## config.mk

```make
export PLATFORM = sky130hd
export DESIGN_NAME = path_delay_monitor
export DESIGN_NICKNAME = d
export VERILOG_FILES = /design/src/rtl/path_delay_monitor.sv
export SDC_FILE = /design/constraint.sdc
export NUM_CORES = 1
export LEC_CHECK = 0
export CORE_MARGIN = 1
export CORE_UTILIZATION = 53
export CTS_CLUSTER_SIZE = 20
export DETAILED_ROUTE_END_ITERATION = 6
export GPL_ROUTABILITY_DRIVEN = 1
export PLACE_DENSITY = 0.82
export SKIP_LAST_GASP = 1
export SYNTH_ARGS = -nofsm -noshare
export SYNTH_HDL_FRONTEND = slang
export SYNTH_SLANG_ARGS = --single-unit
export TNS_END_PERCENT = 20
```

## constraint.sdc

```tcl
create_clock -name clk -period 2.9 [get_ports clk]
set_clock_uncertainty 0.2 [all_clocks]
set_input_delay 0.87 -clock clk [delete_from_list [all_inputs] [get_ports clk]]
set_output_delay 0.87 -clock clk [all_outputs]
set_load 0.02 [all_outputs]
```

## src/rtl/path_delay_monitor.sv

```systemverilog
// Path delay monitor: toggles a launch level into an external chain and measures, in clk cycles,
// how long the synchronized chain output takes to follow. Min/max tracking is built only with PATH_DELAY_MINMAX_EN.
module path_delay_monitor #(
  parameter int unsigned CNT_W   = 16,
  parameter bit          INVERT  = 1'b0,
  parameter int unsigned TIMEOUT = 1023
) (
  input  logic               clk,
  input  logic               rst,
  input  logic               start,
  input  logic [7:0]         trials,
  output logic               launch,
  input  logic               path_result,
  output logic               busy,
  output logic               done,
  output logic               timeout_err,
  output logic [CNT_W+7:0]   sum_cycles,
  output logic [CNT_W-1:0]   min_cycles,
  output logic [CNT_W-1:0]   max_cycles
);

  localparam logic [CNT_W-1:0] CNT_MAX = '1;
  // A TIMEOUT beyond the counter range is clamped so the saturated counter still reaches it.
  localparam logic [CNT_W-1:0] TIMEOUT_CNT =
    (CNT_W < 32 && TIMEOUT >= (32'd1 << CNT_W)) ? CNT_MAX : CNT_W'(TIMEOUT);

  typedef enum logic [2:0] {IDLE, LAUNCH, WAIT, SETTLE, DONE} stateType;

  stateType         state, stateNext;
  logic             syncMeta, resS;
  logic             launchReg, expected, timeoutReg;
  logic [CNT_W-1:0] cnt;
  logic [1:0]       settleCnt;
  logic [8:0]       trialsLeft;
  logic [CNT_W+7:0] sumReg;
  logic             resMatch;

  assign resMatch = (resS == expected);

  always_ff @(posedge clk or posedge rst) begin
    if (rst) begin
      syncMeta <= 1'b0;
      resS     <= 1'b0;
    end else begin
      syncMeta <= path_result;
      resS     <= syncMeta;
    end
  end

  always_ff @(posedge clk or posedge rst) begin
    if (rst) state <= IDLE;
    else     state <= stateNext;
  end

  always_comb begin
    stateNext = state;
    busy      = 1'b1;
    done      = 1'b0;
    case (state)
      IDLE: begin
        busy = 1'b0;
        if (start) stateNext = LAUNCH;
      end
      LAUNCH: stateNext = WAIT;
      WAIT: begin
        if (resMatch)                stateNext = SETTLE;
        else if (cnt == TIMEOUT_CNT) stateNext = DONE;
      end
      SETTLE: begin
        if (settleCnt == 2'd3) stateNext = (trialsLeft == 9'd0) ? DONE : LAUNCH;
      end
      DONE: begin
        done      = 1'b1;
        stateNext = IDLE;
      end
      default: stateNext = IDLE;
    endcase
  end

  always_ff @(posedge clk or posedge rst) begin
    if (rst) begin
      launchReg  <= 1'b0;
      expected   <= 1'b0;
      timeoutReg <= 1'b0;
      cnt        <= '0;
      settleCnt  <= 2'd0;
      trialsLeft <= 9'd0;
      sumReg     <= '0;
    end else begin
      case (state)
        IDLE: begin
          if (start) begin
            trialsLeft <= (trials == 8'd0) ? 9'd256 : {1'b0, trials};
            sumReg     <= '0;
            timeoutReg <= 1'b0;
          end
        end
        LAUNCH: begin
          launchReg <= ~launchReg;
          expected  <= ~launchReg ^ INVERT;
          cnt       <= '0;
        end
        WAIT: begin
          // The count recorded is the cnt value in the cycle the match is seen.
          if (resMatch) begin
            sumReg     <= sumReg + {8'd0, cnt};
            trialsLeft <= trialsLeft - 9'd1;
            settleCnt  <= 2'd0;
          end else if (cnt == TIMEOUT_CNT) begin
            timeoutReg <= 1'b1;
          end else if (cnt != CNT_MAX) begin
            cnt <= cnt + CNT_W'(1);
          end
        end
        SETTLE: settleCnt <= settleCnt + 2'd1;
        default: ;
      endcase
    end
  end

  assign launch      = launchReg;
  assign timeout_err = timeoutReg;
  assign sum_cycles  = sumReg;

`ifdef PATH_DELAY_MINMAX_EN
  logic [CNT_W-1:0] minReg, maxReg;

  always_ff @(posedge clk or posedge rst) begin
    if (rst) begin
      minReg <= '1;
      maxReg <= '0;
    end else if (state == IDLE && start) begin
      minReg <= '1;
      maxReg <= '0;
    end else if (state == WAIT && resMatch) begin
      if (cnt < minReg) minReg <= cnt;
      if (cnt > maxReg) maxReg <= cnt;
    end
  end

  assign min_cycles = minReg;
  assign max_cycles = maxReg;
`else
  assign min_cycles = '0;
  assign max_cycles = '0;
`endif

endmodule

```

Word level (Yosys, flattened, before mapping):

Cells that the tools add are included.

* register bits: 58
* logic and storage cells: 66

* equality and inequality tests: 16
* $add $sub $neg: 4
* bitwise gates (word level): 1
* muxes and demuxes: 25
* reductions and logical operators: 11

Operators by type and width (count)
* $mux 16: 3
* $mux 24: 2
* $pmux 24 s2: 1
* $pmux 16 s2: 1
* $mux 9: 3
* $add 24x16->24: 1
* $pmux 9 s2: 1
* $add 16x1->16 const B: 1
* $eq 16x10->1 const B: 1
* $ne 16x16->1 const B: 1
* $mux 3: 5
* $ne 2x2->1 const B: 7
* $pmux 3 s4: 1
* $logic_not 9->1: 1
* $sub 9x1->9 const B: 1
* $logic_not 8->1: 1
* $reduce_and 4->1: 2
* $eq 3x2->1 const B: 2
* $reduce_and 3->1: 2
* $reduce_bool 2->1: 3
* $mux 1: 5
* $pmux 2 s2: 1
* $eq 3x1->1 const B: 1
* $eq 3x3->1 const B: 1
* 9 further kinds: 9

Logic depth before layout (Yosys ltp):

* depth in word-level cells: 5
* depth in mapped cells: 9
* mapped depth without buffers: 9

Worst setup path before layout:

Ideal clock, no wire load.

* path type: register to register
* start point: register sumReg[0], in the netlist sum_cycles[0]
* end point: register sumReg[18], in the netlist sum_cycles[18]
* setup slack: 0.188 ns
* cell stages (with the launch flop): 10
* arrival time: 2.381 ns
* required time: 2.569 ns
* cell sequence: dfrtp_1 -> ha_1 -> fa_1 -> a21o_1 -> a221o_1 -> a21oi_1 -> nor2_1 -> o31ai_1 -> xor2_1 -> nor2_1

* cells in the longest elaborated chain, start to end: 3

Ends and longest elaborated chain
* from (decl): line 35 `logic [CNT_W+7:0] sumReg;`
* from (signal assigned): line 106 `sumReg <= sumReg + {8'd0, cnt};`
* $add 24x16->24: line 106
* $mux 24: line 105 `if (resMatch) begin`
* $pmux 24 s2: line 90 `case (state)`

Every way passes these cells. The select of a mux whose other input is x is not followed.
A chain may end at the register's enable or synchronous reset.

Final worst setup path:

* start point: register sumReg[0], in the netlist sum_cycles[0]
* end point: register sumReg[22], in the netlist sum_cycles[22]

Same word-level chain as after synthesis.

==> metrics <==
outcome=finished, final reports clean; worst vdd ir=0.368 mV; DP Wirelength=5.99 mm; Yosys reg bits=58; Final setup viols=0; # DRC=0; placed cell count=560; initial core utilization=55.2%; I/O pin count=72; post-synthesis simple-gate area fraction=21.1%; Hold Violations, Final=0; pre-CTS WS=-0.116 ns; Congestion Overflow GR=0; combinational family with the most area after synthesis=simple AND/OR/NAND/NOR gates; Worst Hold Class=reg2reg; Antenna Cells=0; Seq/Total Area, Yosys=38.2%; Worst Path Max Fanout=4; Core Area=6870 µm²; layout cells sized above 1=8.54%; post-synthesis compound-gate area fraction=16.0%; portion of netlist area occupied by mux cells=0.528%; flop2flop setup slack=0.07 ns; min Tclk post-route=2.83 ns; Clock Power Share=21.3%; initial antenna violation count=0; total track usage=24.1%; I/O Buffers=39; clk buf depth=2; largest net degree at the start of global routing=59; Clk pin slew, worst setup/hold paths=0.07 ns; Cells after Synth=426; sequential share of power=34.6%; Post-CTS Setup Repair Bufs=0; synth top area cells=dfrtp_1, ha_1, buf_4, xor2_1, nor2_1; Worst Path Required=2.97 ns; CP Launch Type=flip-flop; crit path DAT=2.90 ns; Layout Utilization=64.6%; most common cell after layout, fill and taps aside=dfrtp_1; final wirelength=8.60 mm; critical path class=reg2reg; period utilization=97.5%; DRT iter0 DRCs=160; Power Density=775 nW/µm²; GR Layer Usage met1=30.5%; clk root buf=clkbuf_8; row cnt=30; NumNets Final=508; Logic pwr share=44.1%; ANT nets after route=0; CTS buffer count=9; distinct cell type count after synthesis=56; grt met3 use=4.19%; DR WL/cell=14.9 µm; PostCTS Resize Cnt=0; Setup WS post-layout=0.0716 ns; RSZ-0062 raised after global routing=true; fmax=354 MHz; adder-cell share of the synthesized area=7.12%; Mapped Area=3790 µm²; sw power=0.00147 W; Post-Synth XOR/XNOR Area=8.31%; mean post-synth cell area=8.91 µm²; Pint=0.00197 W; DR pass1 iterations=4; max_cap viols=0; DR vias/cell=5.54; CTS tree=done; P&R area growth vs syn=16.8%; standby leakage power=2.06 nW; first-pass GRT wire length=14.0 mm; Die X=86.6 µm; Die Height=86.6 µm; GR peak layer=met2; total clock sinks=58; Synthesis Warnings=0; max-slew violation count=0; worst rel slew slack=62.8%; worst hold margin=0.166 ns; Total Power=0.00344 W; RD Place Congestion=0.875; Skew-Pair Late Insertion Delay=0.35 ns; Yosys top cell by area=dfrtp_1; Switching Share=42.8%; GR Util met2=41.0%; cts hold-fix bufs=0; post-synth top area share=38.2%; via count of the first global-routing pass=3007; most frequent cells in the layout=dfrtp_1, nor2_1, nand2_1; vias=3191; Layout Cells excl Fill=576; H-tree Lvls=3; Slew @ Worst Pin=0.555 ns; Die ar.=7500 µm²; crit path capture type=flip-flop
-- flip-flops by register name, indices dropped and copies added, names as in the netlist --
| register | flops |
|---|---|
| settleCnt | 2 |
| expected | 1 |
| state | 3 |
| syncMeta | 1 |
| resS | 1 |
| timeout_err | 1 |
| trialsLeft | 9 |
| cnt | 16 |
| sum_cycles | 24 |
-- path summary, 6_finish.rpt --
path                               start             end  depth (start not counted)
max reg2reg                sum_cycles[0]  sum_cycles[22]                          9
min                             syncMeta            resS                          0
max                        sum_cycles[0]  sum_cycles[22]                          9
min in group asynchronous            rst   sum_cycles[4]                          3
min reg2reg                     syncMeta            resS                          0
max in group asynchronous            rst   trialsLeft[6]                          3
-- critical path: stages, from the launching register on --
cell and delay, ns:
dfrtp_1 0.40, ha_1 0.23, fa_1 0.40, a21o_1 0.19, a221o_1 0.34, a21oi_1 0.22
nor2_1 0.15, nor4b_1 0.39, a21oi_1 0.08, a31oi_1 0.14
-- cells in the mapped netlist, drive strengths merged --
cell type  number
dfrtp          58
nor2           45
nand2          40
buf            36
o21ai          35
a21oi          28
xor2           22
ha             20
xnor2          14
and3           13
nand3          12
clkbuf         11
nor3            9
nand4           8
inv             7
nor4            7
a22o            6
a21o            5
a31oi           4
and4            4
nor3b           4
a21boi          3
and2            3
nand2b          3
o21bai          3
or3             3
a22oi           2
a31o            2
mux2i           2
nor4b           2
a2111o          1
a221o           1
a221oi          1
a41o            1
conb            1
fa              1
nand3b          1
o21a            1
o221a           1
o221ai          1
o22a            1
o22ai           1
o31ai           1
or2             1
or3b            1
-- layer usage --
layer | vias to the layer above | routed length, µm | share of wire [%]
met4 | 0 | 149 | 1.7
met5 | - | 0 | 0
met3 | 18 | 378 | 4.4
met1 | 1535 | 3840 | 45
li1 | 1542 | - | -
met2 | 96 | 4240 | 49
-- kinds of logic after synthesis --
logic type	after synthesis
muxes	2
other	1
buffers and inverters	54
xor gates and xnor gates	36
adders and majority gates	21
and+or+nand+nor	156
DFF	58
AOI/OAI and AO/OA	98
-- cell type report --
class / instances / area [µm²]
fill: 577 / 2430
multi-input combinational: 345 / 2130
sequential: 58 / 1450
timing repair buffer: 54 / 518
clock buffer: 10 / 128
tap: 96 / 120
clock inverter: 6 / 57.6
inverter: 7 / 26.3
-- power by group through the flow --
stage	Clock (W)	Sequential, W	Combinational (W)
after floorplan	0	0.00123	0.00100
after global placement	0	0.00118	0.00147
final	0.000731	0.00119	0.00152
after CTS	0.000743	0.00119	0.00152
after detailed placement	0	0.00120	0.00151
after global routing	0.000779	0.00121	0.00166
-- through the flow --
step,instance area [µm²],TNS (ns)
after floorplan,3910,0
after detailed placement,4250,-0.156
after global placement,4250,-0.0166
after CTS,4430,0
after global routing,4430,-0.00939
final,4430,0
(Power assumes the default switching activity.)
==> edit: new RTL, same settings <==
The parameter `INVERT` goes from 1'b0 to 1'b1.
--- a/src/rtl/path_delay_monitor.sv
+++ b/src/rtl/path_delay_monitor.sv
@@ -2,7 +2,7 @@
 // how long the synchronized chain output takes to follow. Min/max tracking is built only with PATH_DELAY_MINMAX_EN.
 module path_delay_monitor #(
   parameter int unsigned CNT_W   = 16,
-  parameter bit          INVERT  = 1'b0,
+  parameter bit          INVERT  = 1'b1,
   parameter int unsigned TIMEOUT = 1023
 ) (
   input  logic               clk,
Function: changed (Yosys sat finds a counterexample within 10 cycles, from zero or initial values and one cycle with rst high).
==> edit against the original RTL <==
The flow now finishes with violations (design-rule violations); power is 18% higher; synthesized area is 5.8% higher; die area is 5.6% higher; sequential cell count is 1 higher; setup slack better by 9.1 ps; routed wire length is 7.5% higher; sequential power is 7% higher; count of clock-buffer cells in the layout is 2 higher; cell area is 5.5% higher; via count is 13% higher.
==> edit: results (changes against the original RTL) <==
NetSw=1.69 mW (+15%); vias in the first global route=3422 (+14%); root buffer cell=clkbuf_8; met1 Resource Use GR=0.321 (+0.0161); Post CTS Setup Buffer Count=0 (unchanged); largest net degree at the start of global routing=34 (-42%); Fillers=629 (+9.0%); htree depth=3 (unchanged); Synth Area in Adders=0.0673 (-0.00388); clock slew at reported path FFs=70 ps (about the same); DRC=10 (+10); ranking of synthesized cells by instance count=dfrtp_1, o21ai_0, nand2_1, nor2_1, a21oi_1; Pre-antenna DRT Iters=7 (+3); Final nets=549 (+8.1%); fraction of synthesis flops using an asynchronous set or reset pin=1.00 (unchanged); Most used DFF post-synth=dfrtp_1; Netlist cell types=58 (+3.6%); status=finished, violations left; Synth Area in XOR/XNOR=0.0567 (-0.0264); relative slew slack=0.611 (-0.0169); Worst-Skew Late Latency=340 ps; first-pass GRT wire length=15400 um (+10%); HP Class=reg -> reg; top cells by area, synth=dfrtp_1, ha_1, o21ai_0; max FFs per register=24 (unchanged); vias post-DR=3608 (+13%); IO buf count=39 (unchanged); initial antenna violation count=0 (unchanged); sequential area share after synthesis=0.368 (-0.0146); hpwl dp=6800 um (+14%); grt met2 use=0.424 (+0.0140); Final Hold Violating Endpoints=0 (unchanged); proportion of layout cells with a drive suffix above 1=0.0825 (-0.00288); warnings from Yosys=0 (unchanged); leakage power=2.04 nW (-0.96%); clock buffer depth=2 (unchanged); violated checks=design-rule violations; Place WS=-240 ps (-124 ps); Antenna diodes=0 (unchanged); mux contribution to synthesized area=0.0184 (+0.0131); GR Util All Layers=0.253 (+0.0122); met3 Use GR=0.0526 (+0.0107); starting DRC count in detailed routing=268 (+68%); post-synthesis compound-gate area fraction=0.176 (+0.0169); GP Congestion=0.900 (+2.9%); DR WL/cell=14.9 um (-0.16%); VDD IR-drop max=0.000469 V (+28%); CP max FO=4 (unchanged); CP arrival=2820 ps (-80 ps); CTS Buf Count=9 (unchanged)
[edit: cells by family (layout without fill, tap and decap cells)]
kind of cell,count (synthesis),count (layout)
AND/OR/NAND/NOR,177,177
flip-flops,59,59
buffers and inverters,60,79
AO/OA/AOI/OAI,120,120
XOR/XNOR,26,26
other,1,32
adder cells (fa/ha/maj),21,21
multiplexers,7,7
[edit: through the flow]
stage,TNS [ps],cells,util,instance area (sq um)
3_5_place_dp,-1020,604,0.610,4450
2_1_floorplan,0,502,-,4130
3_3_place_gp,-588,604,0.610,4450
5_1_grt,0,620,0.641,4680
4_1_cts,0,620,0.641,4670
6_report,0,620,0.641,4680
[edit: power by group through the flow]
stage	registers, mW	clock network [mW]	logic, mW
floorplan	1.37	0	1.16
CTS	1.27	0.867	1.91
global route	1.31	0.896	2.12
finish	1.27	0.854	1.91
global placement	1.28	0	1.84
detailed placement	1.29	0	1.89
[edit: worst max-delay path, stage by stage]
cell and delay (ps):
clkdlybuf4s50_1 500, or4b_1 480, o21a_1 170, or3_1 370
o221ai_1 230, xnor2_1 150, nor2_1 50
[edit: cell type report]
type | instances | area (sq um) | share of cell area
clock buffers | 12 | 155 | 0.0332
repair buffers | 54 | 518 | 0.111
flip-flops and latches | 59 | 1480 | 0.316
clock inverters | 4 | 72.6 | 0.0155
inverters | 9 | 33.8 | 0.00722
well taps | 99 | 124 | 0.0265
multi-input cells | 383 | 2300 | 0.491
[edit: timing repair]
item,in CTS,in global routing
hold buffers,0,0
endpoints found under the setup margin,0,1
gates resized for setup,0,1
[edit: path summary, 6_finish.rpt]
check	start	end	slack, ps	cells past startpoint
min reg2reg	syncMeta$_DFF_PP0_	resS$_DFF_PP0_	150	0
max reg2reg	cnt[10]$_DFFE_PP0P_	sum_cycles[23]$_DFFE_PP0P_	240	7
max in group asynchronous	rst	sum_cycles[17]$_DFFE_PP0P_	1440	3
min	syncMeta$_DFF_PP0_	resS$_DFF_PP0_	150	0
max	start	sum_cycles[16]$_DFFE_PP0P_	80	7
min in group asynchronous	rst	syncMeta$_DFF_PP0_	560	2
[edit: layer usage]
metal,share of wire,wire length (um)
met4,0.024,218
met5,0,0
met2,0.49,4540
met3,0.051,475
met1,0.43,4010
